$ cat src/rtl/prog_sequencer.sv
// Run controller: resets the processor, launches NUM_PROGS programs, times each one.
// Define PROG_SEQ_TIMEOUT_EN to enable the RUN-state watchdog (limit TIMEOUT cycles).
module prog_sequencer #(
    parameter int               NUM_PROGS   = 3,
    parameter int               INIT_CYCLES = 4,
    parameter int               CNT_W       = 16,
    parameter logic [CNT_W-1:0] TIMEOUT     = 16'hFFFF
) (
    input  logic             clk,
    input  logic             init_n,
    input  logic             start,
    output logic             dut_init,
    output logic             dut_req,
    input  logic             dut_ack,
    output logic [3:0]       prog_idx,
    output logic [CNT_W-1:0] cycle_cnt,
    output logic             cnt_valid,
    output logic             busy,
    output logic             done,
    output logic             timeout_err
);

`ifdef PROG_SEQ_TIMEOUT_EN
    localparam bit WD_EN = 1'b1;
`else
    localparam bit WD_EN = 1'b0;
`endif

    localparam int               IW        = $clog2(INIT_CYCLES + 1);
    localparam logic [IW-1:0]    INIT_LAST = IW'(INIT_CYCLES - 1);
    localparam logic [IW-1:0]    INIT_ONE  = IW'(1);
    localparam logic [3:0]       LAST_PROG = 4'(NUM_PROGS - 1);
    localparam logic [CNT_W-1:0] CNT_ONE   = CNT_W'(1);

    typedef enum logic [2:0] {
        S_IDLE,
        S_INIT,
        S_REQ,
        S_BLANK,
        S_RUN,
        S_FINISH
    } state_t;

    state_t           r_state;
    logic [IW-1:0]    r_init_cnt;
    logic [CNT_W-1:0] r_cnt;
    logic             r_done_pend;

    logic [CNT_W-1:0] w_cnt_inc;
    logic             w_wd_hit;
    logic             w_last;

    // Saturating increment: an all-ones count flags an overflowed program.
    assign w_cnt_inc = (&r_cnt) ? r_cnt : r_cnt + CNT_ONE;
    assign w_wd_hit  = WD_EN && (r_cnt == TIMEOUT);
    assign w_last    = (prog_idx == LAST_PROG) || timeout_err;

    always_ff @(posedge clk or negedge init_n) begin
        if (!init_n) begin
            r_state     <= S_IDLE;
            r_init_cnt  <= '0;
            r_cnt       <= '0;
            r_done_pend <= 1'b0;
            dut_init    <= 1'b0;
            dut_req     <= 1'b0;
            prog_idx    <= '0;
            cycle_cnt   <= '0;
            cnt_valid   <= 1'b0;
            busy        <= 1'b0;
            done        <= 1'b0;
            timeout_err <= 1'b0;
        end else begin
            cnt_valid <= 1'b0;
            dut_req   <= 1'b0;
            unique case (r_state)
                S_IDLE, S_FINISH: begin
                    if (start) begin
                        r_state     <= S_INIT;
                        r_init_cnt  <= '0;
                        r_cnt       <= '0;
                        r_done_pend <= 1'b0;
                        prog_idx    <= '0;
                        timeout_err <= 1'b0;
                        dut_init    <= 1'b1;
                        busy        <= 1'b1;
                        done        <= 1'b0;
                    end
                end
                S_INIT: begin
                    if (r_init_cnt == INIT_LAST) begin
                        r_state  <= S_REQ;
                        dut_init <= 1'b0;
                        dut_req  <= 1'b1;
                        r_cnt    <= '0;
                    end else begin
                        r_init_cnt <= r_init_cnt + INIT_ONE;
                    end
                end
                S_REQ: begin
                    r_state <= S_BLANK;
                    r_cnt   <= w_cnt_inc;
                end
                S_BLANK: begin
                    r_state <= S_RUN;
                    r_cnt   <= w_cnt_inc;
                end
                S_RUN: begin
                    // After completion, spend the cnt_valid cycle here before moving on.
                    if (r_done_pend) begin
                        r_done_pend <= 1'b0;
                        if (w_last) begin
                            r_state <= S_FINISH;
                            busy    <= 1'b0;
                            done    <= 1'b1;
                        end else begin
                            r_state  <= S_REQ;
                            prog_idx <= prog_idx + 4'd1;
                            dut_req  <= 1'b1;
                            r_cnt    <= '0;
                        end
                    end else if (dut_ack) begin
                        cycle_cnt   <= w_cnt_inc;
                        cnt_valid   <= 1'b1;
                        r_done_pend <= 1'b1;
                    end else if (w_wd_hit) begin
                        cycle_cnt   <= TIMEOUT;
                        cnt_valid   <= 1'b1;
                        timeout_err <= 1'b1;
                        r_done_pend <= 1'b1;
                    end else begin
                        r_cnt <= w_cnt_inc;
                    end
                end
                default: begin
                    r_state <= S_IDLE;
                end
            endcase
        end
    end

endmodule

$ cat config.mk
export PLATFORM = sky130hd
export DESIGN_NAME = prog_sequencer
export DESIGN_NICKNAME = d
export VERILOG_FILES = /design/src/rtl/prog_sequencer.sv
export SDC_FILE = /design/constraint.sdc
export NUM_CORES = 1
export LEC_CHECK = 0
export ABC_AREA = 1
export CELL_PAD_IN_SITES_DETAIL_PLACEMENT = 1
export CELL_PAD_IN_SITES_GLOBAL_PLACEMENT = 1
export CORE_MARGIN = 8
export CORE_UTILIZATION = 44
export DETAILED_ROUTE_END_ITERATION = 12
export PLACE_DENSITY_LB_ADDON = 0.1
export SYNTH_ARGS = -nofsm -noshare
export SYNTH_HDL_FRONTEND = slang
export SYNTH_SLANG_ARGS = --single-unit
export TNS_END_PERCENT = 30
$ cat constraint.sdc
create_clock -name clk -period 3.7 [get_ports clk]
set_input_delay 1.11 -clock clk [delete_from_list [all_inputs] [get_ports clk]]
set_output_delay 1.11 -clock clk [all_outputs]
set_load 0.05 [all_outputs]
==> results.yml, run 1 <==
floorplanning:
  core_area_mm2: 0.00582
  die_y_um: 92.7
  io_pins: 30
  rows: 28
  start_util_pct: 44.5
  die_w_um: 92.7
  dieArea_mm2: 0.00859
worst_setup_path:
  crit-reg2reg-launch: "r_state[1]$_DFFE_PN0P_"
  critPathMaxStageDelay_ns: 0.83
  crit_path_end_kind: "primary output"
  cp-startpoint: "prog_idx[2]$_DFFE_PN0P_"
  crit_buf_inv: 1
  path_max_fanout: 5
  path_cells: "clkdlybuf4s50_1"
  crit_path_start_kind: "flop"
  cpMaxStageDelayCell: "clkdlybuf4s50_1"
  required_ns: 2.59
  critPathArrivalTime_ns: 1.57
  critical_path_class: "reg -> out"
  crit_family: "buffers and inverters"
route:
  top_layer: "met4"
  final_antenna_net_count: 0
  vias_per_cell: 5.12
  drc: 0
  wl_met2_mm: 2.99
  wl_per_cell_um: 14.3
  routed_wirelength_mm: 6.41
  vias: 2289
  drtPass1Iterations: 4
  wl_met1_mm: 3.14
  drt-initial-drc-count: 71
  met3_length_um: 220
sta:
  finalCriticalPeriod_ns: 2.68
  worst_pin_slew_ns: 0.671
  fin_tns_setup_ns: 0
  period_share_pct: 72.6
  fmax_ghz: 0.372
  final.setup_skew_ns: 0.00597
  drv_slew: 0
  setup_violations: 0
  hold_violations: 0
  rsz0062_at_grt: "false"
  hold_ws_ns: 0.485
  max_slew_margin_pct: 55.1
clocking:
  cts_buffers: 5
  cts_buffer_depth: 2
  h-tree-depth: 2
  postCtsHoldBufs: 0
  clkTransAtPathRegs_ns: 0.09
  cts_root_buf: "clkbuf_8"
  cts.sinks: 48
  clk_latency_ns: 0.30
  cts-resized-gates: 0
  post-cts-setup-buffers: 0
  cts_tree: "yes"
grt:
  grt_pass1_vias: 2427
  grtUsageTotal_pct: 16.3
  antenna_found_initial: 0
  grt_pass1_wl_mm: 11.5
  grt_max_degree: 27
  grt_overflow: 0
yosys:
  synth_edf_count: 0
  synth_cell_types: 32
  ys.flop_type: "dfrtp_1"
  syn_area_mm2: 0.00259
  ys_seq_elements: 48
  ys_seq_area_share_pct: 46.4
  syn_inst: 341
  avgSynthCellArea_um2: 7.58
  yosys_warnings: 0
  synth_nets: 350
  async_flop_share_pct: 100
placement:
  port_buffers: 28
  gp_congestion: 0.870
  hpwl_mm: 4.89
flow_run:
  maxCapViolations: 0
finish:
  utilization_pct: 52.4
  final_common_cell: "nand2_1"
  nets: 380
  antenna_cells: 0
  area_delta_synth_final_pct: 17.8
  drive_above_1_share_pct: 9.14
  layout_common_cells: "nand2_1 (130), dfrtp_1 (48), nor2_1 (32)"
pwr:
  powerDensity_mw_per_mm2: 718
  p_leak_nw: 1.54
  irDropWorstVdd_mv: 0.325
min_path:
  hold_start: "r_init_cnt[1]$_DFFE_PN0P_"
  hp-class: "reg -> reg"
outcome:
  status: "finished, final reports clean"
-- flip-flops by register name, summed over array words and instances (netlist names) --
| name | count |
|---|---|
| cnt_valid | 1 |
| dut_req | 1 |
| r_done_pend | 1 |
| prog_idx | 4 |
| done | 1 |
| busy | 1 |
| r_state | 3 |
| r_cnt | 16 |
| cycle_cnt | 16 |
| dut_init | 1 |
| r_init_cnt | 3 |
-- logic make-up (layout without fill, tap and decap cells) --
family,after synthesis,count (layout),share of synthesized area [%]
AOI/OAI and AO/OA,34,34,7.40
xor gates and xnor gates,7,7,2.37
adders and majority gates,5,5,2.42
buffers and inverters,40,71,7.06
DFF,48,48,46.4
other,1,1,0.145
and+or+nand+nor,206,206,34.2
-- final cells by class --
class	instances	area (µm²)
repair buffers	32	305
flip-flops and latches	48	1200
inverters	31	116
fillers	762	2770
multi-input cells	253	1200
well taps	75	93.8
clock inverters	1	30.0
clock buffers	7	96.3
-- final timing paths --
kind                                                  end  slack (ns)  cells after the start
worst max register to register       r_cnt[5]$_DFFE_PN0P_        1.68                      7
max in group asynchronous           r_cnt[13]$_DFFE_PN0P_        2.16                      2
worst min-delay path            r_init_cnt[1]$_DFFE_PN0P_        0.48                      2
worst min register to register  r_init_cnt[1]$_DFFE_PN0P_        0.48                      2
worst max-delay path                          prog_idx[2]        1.02                      1
min in group asynchronous        cycle_cnt[4]$_DFFE_PN0P_        0.80                      1
-- cell usage after synthesis, types with 2 or more instances --
cell type / number / area (µm²)
a31oi_1: 9 / 56.3
inv_1: 28 / 105
clkbuf_1: 2 / 7.51
buf_2: 4 / 20.0
ha_1: 5 / 62.6
nor2_1: 32 / 120
xor2_1: 5 / 43.8
dfrtp_1: 48 / 1200
inv_2: 3 / 11.3
nand2_2: 12 / 75.1
nand3_1: 18 / 90.1
o21ai_0: 19 / 95.1
xnor2_1: 2 / 17.5
nand4_1: 7 / 43.8
nand2_1: 130 / 488
-- per-layer routing --
metal | track usage (%) | up-vias
li1 | - | 1132
met1 | 21.3 | 1124
met2 | 26.7 | 25
met3 | 3.64 | 8
met4 | 4.03 | 0
met5 | 0 | -
-- power breakdown --
| part | internal, W | leakage (nW) | switching (W) | total, W |
|---|---|---|---|---|
| sequential | 0.000639 | 0.646 | 0.0000938 | 0.000733 |
| clock | 0.000239 | 0.0645 | 0.000180 | 0.000418 |
| combinational | 0.000313 | 0.829 | 0.000723 | 0.00104 |
| total | 0.00119 | 1.54 | 0.000997 | 0.00219 |
-- through the flow --
step                total power (W)  setup WS, ns  cells  instance area, µm²
floorplan                   0.00153          1.69    341                2590
global placement            0.00176         0.827    439                2920
detailed placement          0.00179         0.748    439                2920
CTS                         0.00221         0.996    447                3050
global route                0.00235         0.963    447                3050
finish                      0.00219          1.02    447                3050
Power figures use the tool's default switching activity.
==> inputs of run 2 (changes only) <==
--- a/config.mk
+++ b/config.mk
@@ -9,7 +9,7 @@
 export CELL_PAD_IN_SITES_DETAIL_PLACEMENT = 1
 export CELL_PAD_IN_SITES_GLOBAL_PLACEMENT = 1
 export CORE_MARGIN = 8
-export CORE_UTILIZATION = 44
+export CORE_UTILIZATION = 37
 export DETAILED_ROUTE_END_ITERATION = 12
 export PLACE_DENSITY_LB_ADDON = 0.1
 export SYNTH_ARGS = -nofsm -noshare
==> constraint.sdc (replaced) <==
create_clock -name clk -period 2.35 [get_ports clk]
set_input_delay 0.705 -clock clk [delete_from_list [all_inputs] [get_ports clk]]
set_output_delay 0.705 -clock clk [all_outputs]
set_load 0.05 [all_outputs]
==> run 2 against run 1 <==
Routed wire length increased by 1.4%. Total power increased by 51%. Worst setup slack got worse by 0.92 ns. Utilization decreased by 7.2 points. Highest routed layer unchanged.
==> results.yml, run 2 (same netlist as run 1, synthesis figures left out) <==
finish:
  nets: 382
  final_cell_count_no_fill: 470
  layout_common_cells: "nand2_1 (130), dfrtp_1 (48), nor2_1 (32)"
  drive_above_1_share_pct: 9.09
  area_delta_synth_final_pct: 18.5
  final_common_cell: "nand2_1"
  utilization_pct: 45.1
  antenna_cells: 0
  reg.largest.list: "cycle_cnt x16, r_cnt x16, prog_idx x4"
clocking:
  cts_buffer_depth: 2
  h-tree-depth: 2
  cts_root_buf: "clkbuf_8"
  clk_latency_ns: 0.29
  clkTransAtPathRegs_ns: 0.08
  cts_buffers: 5
  cts_tree: "yes"
  cts.sinks: 48
  post-cts-setup-buffers: 0
floorplanning:
  dieArea_mm2: 0.00992
  io_pins: 30
  rows: 30
  core_area_mm2: 0.00679
  die_w_um: 99.6
  die_y_um: 99.6
  start_util_pct: 38.1
placement:
  gp_congestion: 0.817
  hpwl_mm: 4.92
  port_buffers: 28
  dp_cells: 462
grt:
  grtUsageTotal_pct: 14.4
  grt_use_met3_pct: 3.07
  grt_pass1_vias: 2418
  grt_pass1_wl_mm: 11.6
  use_met2_pct: 24.0
  antenna_found_initial: 0
  met1_usage_pct: 18.4
  top_usage_layer: "met2"
  grt_max_degree: 31
  grt_overflow: 0
route:
  drtPass1Iterations: 4
  drc: 0
  drt-initial-drc-count: 90
  wl_per_cell_um: 13.8
  vias_per_cell: 4.78
  vias: 2247
  routed_wirelength_mm: 6.51
  final_antenna_net_count: 0
worst_setup_path:
  critical_path_class: "reg -> out"
  ff2ff_setup_slack_ns: 0.46
  critPathArrivalTime_ns: 1.55
  critPathMaxStageDelay_ns: 0.83
  cpMaxStageDelayCell: "clkdlybuf4s50_1"
  crit_path_end_kind: "primary output"
  path_max_fanout: 5
  required_ns: 1.64
  crit_path_start_kind: "flop"
  path_cells: "clkdlybuf4s50_1"
  crit_buf_inv: 1
  crit_family: "buffers and inverters"
sta:
  setup_violations: 0
  period_share_pct: 96.1
  max_slew_margin_pct: 66.2
  drv_slew: 0
  rsz0062_at_grt: "false"
  fin_tns_setup_ns: 0
  fmax_ghz: 0.443
  worst_pin_slew_ns: 0.505
  finalCriticalPeriod_ns: 2.26
  hold_violations: 0
  final.setup_skew_ns: 0.00633
pwr:
  irDropWorstVdd_mv: 0.492
  powerDensity_mw_per_mm2: 1080
  power_w: 0.00331
  p_leak_nw: 1.55
min_path:
  hp-class: "in -> async"
flow_run:
  maxCapViolations: 0
outcome:
  status: "finished, final reports clean"
[run 2: cell types whose count changed in the layout (fill, tap and decap cells not counted), sizes merged]
cell           change
clkbuf             +1
dlymetal6s2s       +1
buf                +2
bufinv             -1
clkdlybuf4s50      -1
[run 2: final cells by class]
type | instances | area (µm²)
flip-flops and latches | 48 | 1200
inverters | 31 | 116
well taps | 96 | 120
multi-input cells | 253 | 1200
clock buffers | 8 | 90.1
repair buffers | 34 | 335
fillers | 869 | 3730
[run 2: repair_timing]
| item | 4_1_cts | 5_1_grt |
|---|---|---|
| endpoints found under the hold margin | 0 | 0 |
| resized for setup | 0 | 1 |
| setup endpoints to repair | 0 | 1 |
| hold buffers | 0 | 0 |
[run 2: where the power goes]
part           total, W  switching, W  internal [W]
registers       0.00115      0.000146       0.00101
clock network  0.000505      0.000265      0.000241
logic           0.00165       0.00114      0.000505
[run 2: per-layer routing]
metal | vias up | part of all wire, %
met2 | 29 | 46
met5 | - | 0
met4 | 0 | 0.85
met3 | 4 | 4.1
met1 | 1075 | 49
li1 | 1139 | -
[run 2: final timing paths]
kind,from,end,cells after the start
worst max-delay path,prog_idx[1]$_DFFE_PN0P_,prog_idx[1],1
worst min-delay path,init_n,prog_idx[0]$_DFFE_PN0P_,1
worst max register to register,r_cnt[0]$_DFFE_PN0P_,r_cnt[0]$_DFFE_PN0P_,10
worst min register to register,cycle_cnt[14]$_DFFE_PN0P_,cycle_cnt[14]$_DFFE_PN0P_,2
max in group asynchronous,init_n,r_cnt[13]$_DFFE_PN0P_,2
min in group clk,cycle_cnt[14]$_DFFE_PN0P_,cycle_cnt[14]$_DFFE_PN0P_,2
[run 2: metrics by stage]
step,hold slack [ns],worst slack [ns],cell area [µm²]
final,0.353,0.0913,3070
after global placement,0.461,0.231,2970
after global routing,0.402,0.0470,3070
after floorplan,0.409,0.458,2590
after detailed placement,0.472,0.180,2970
after CTS,0.370,0.0634,3060
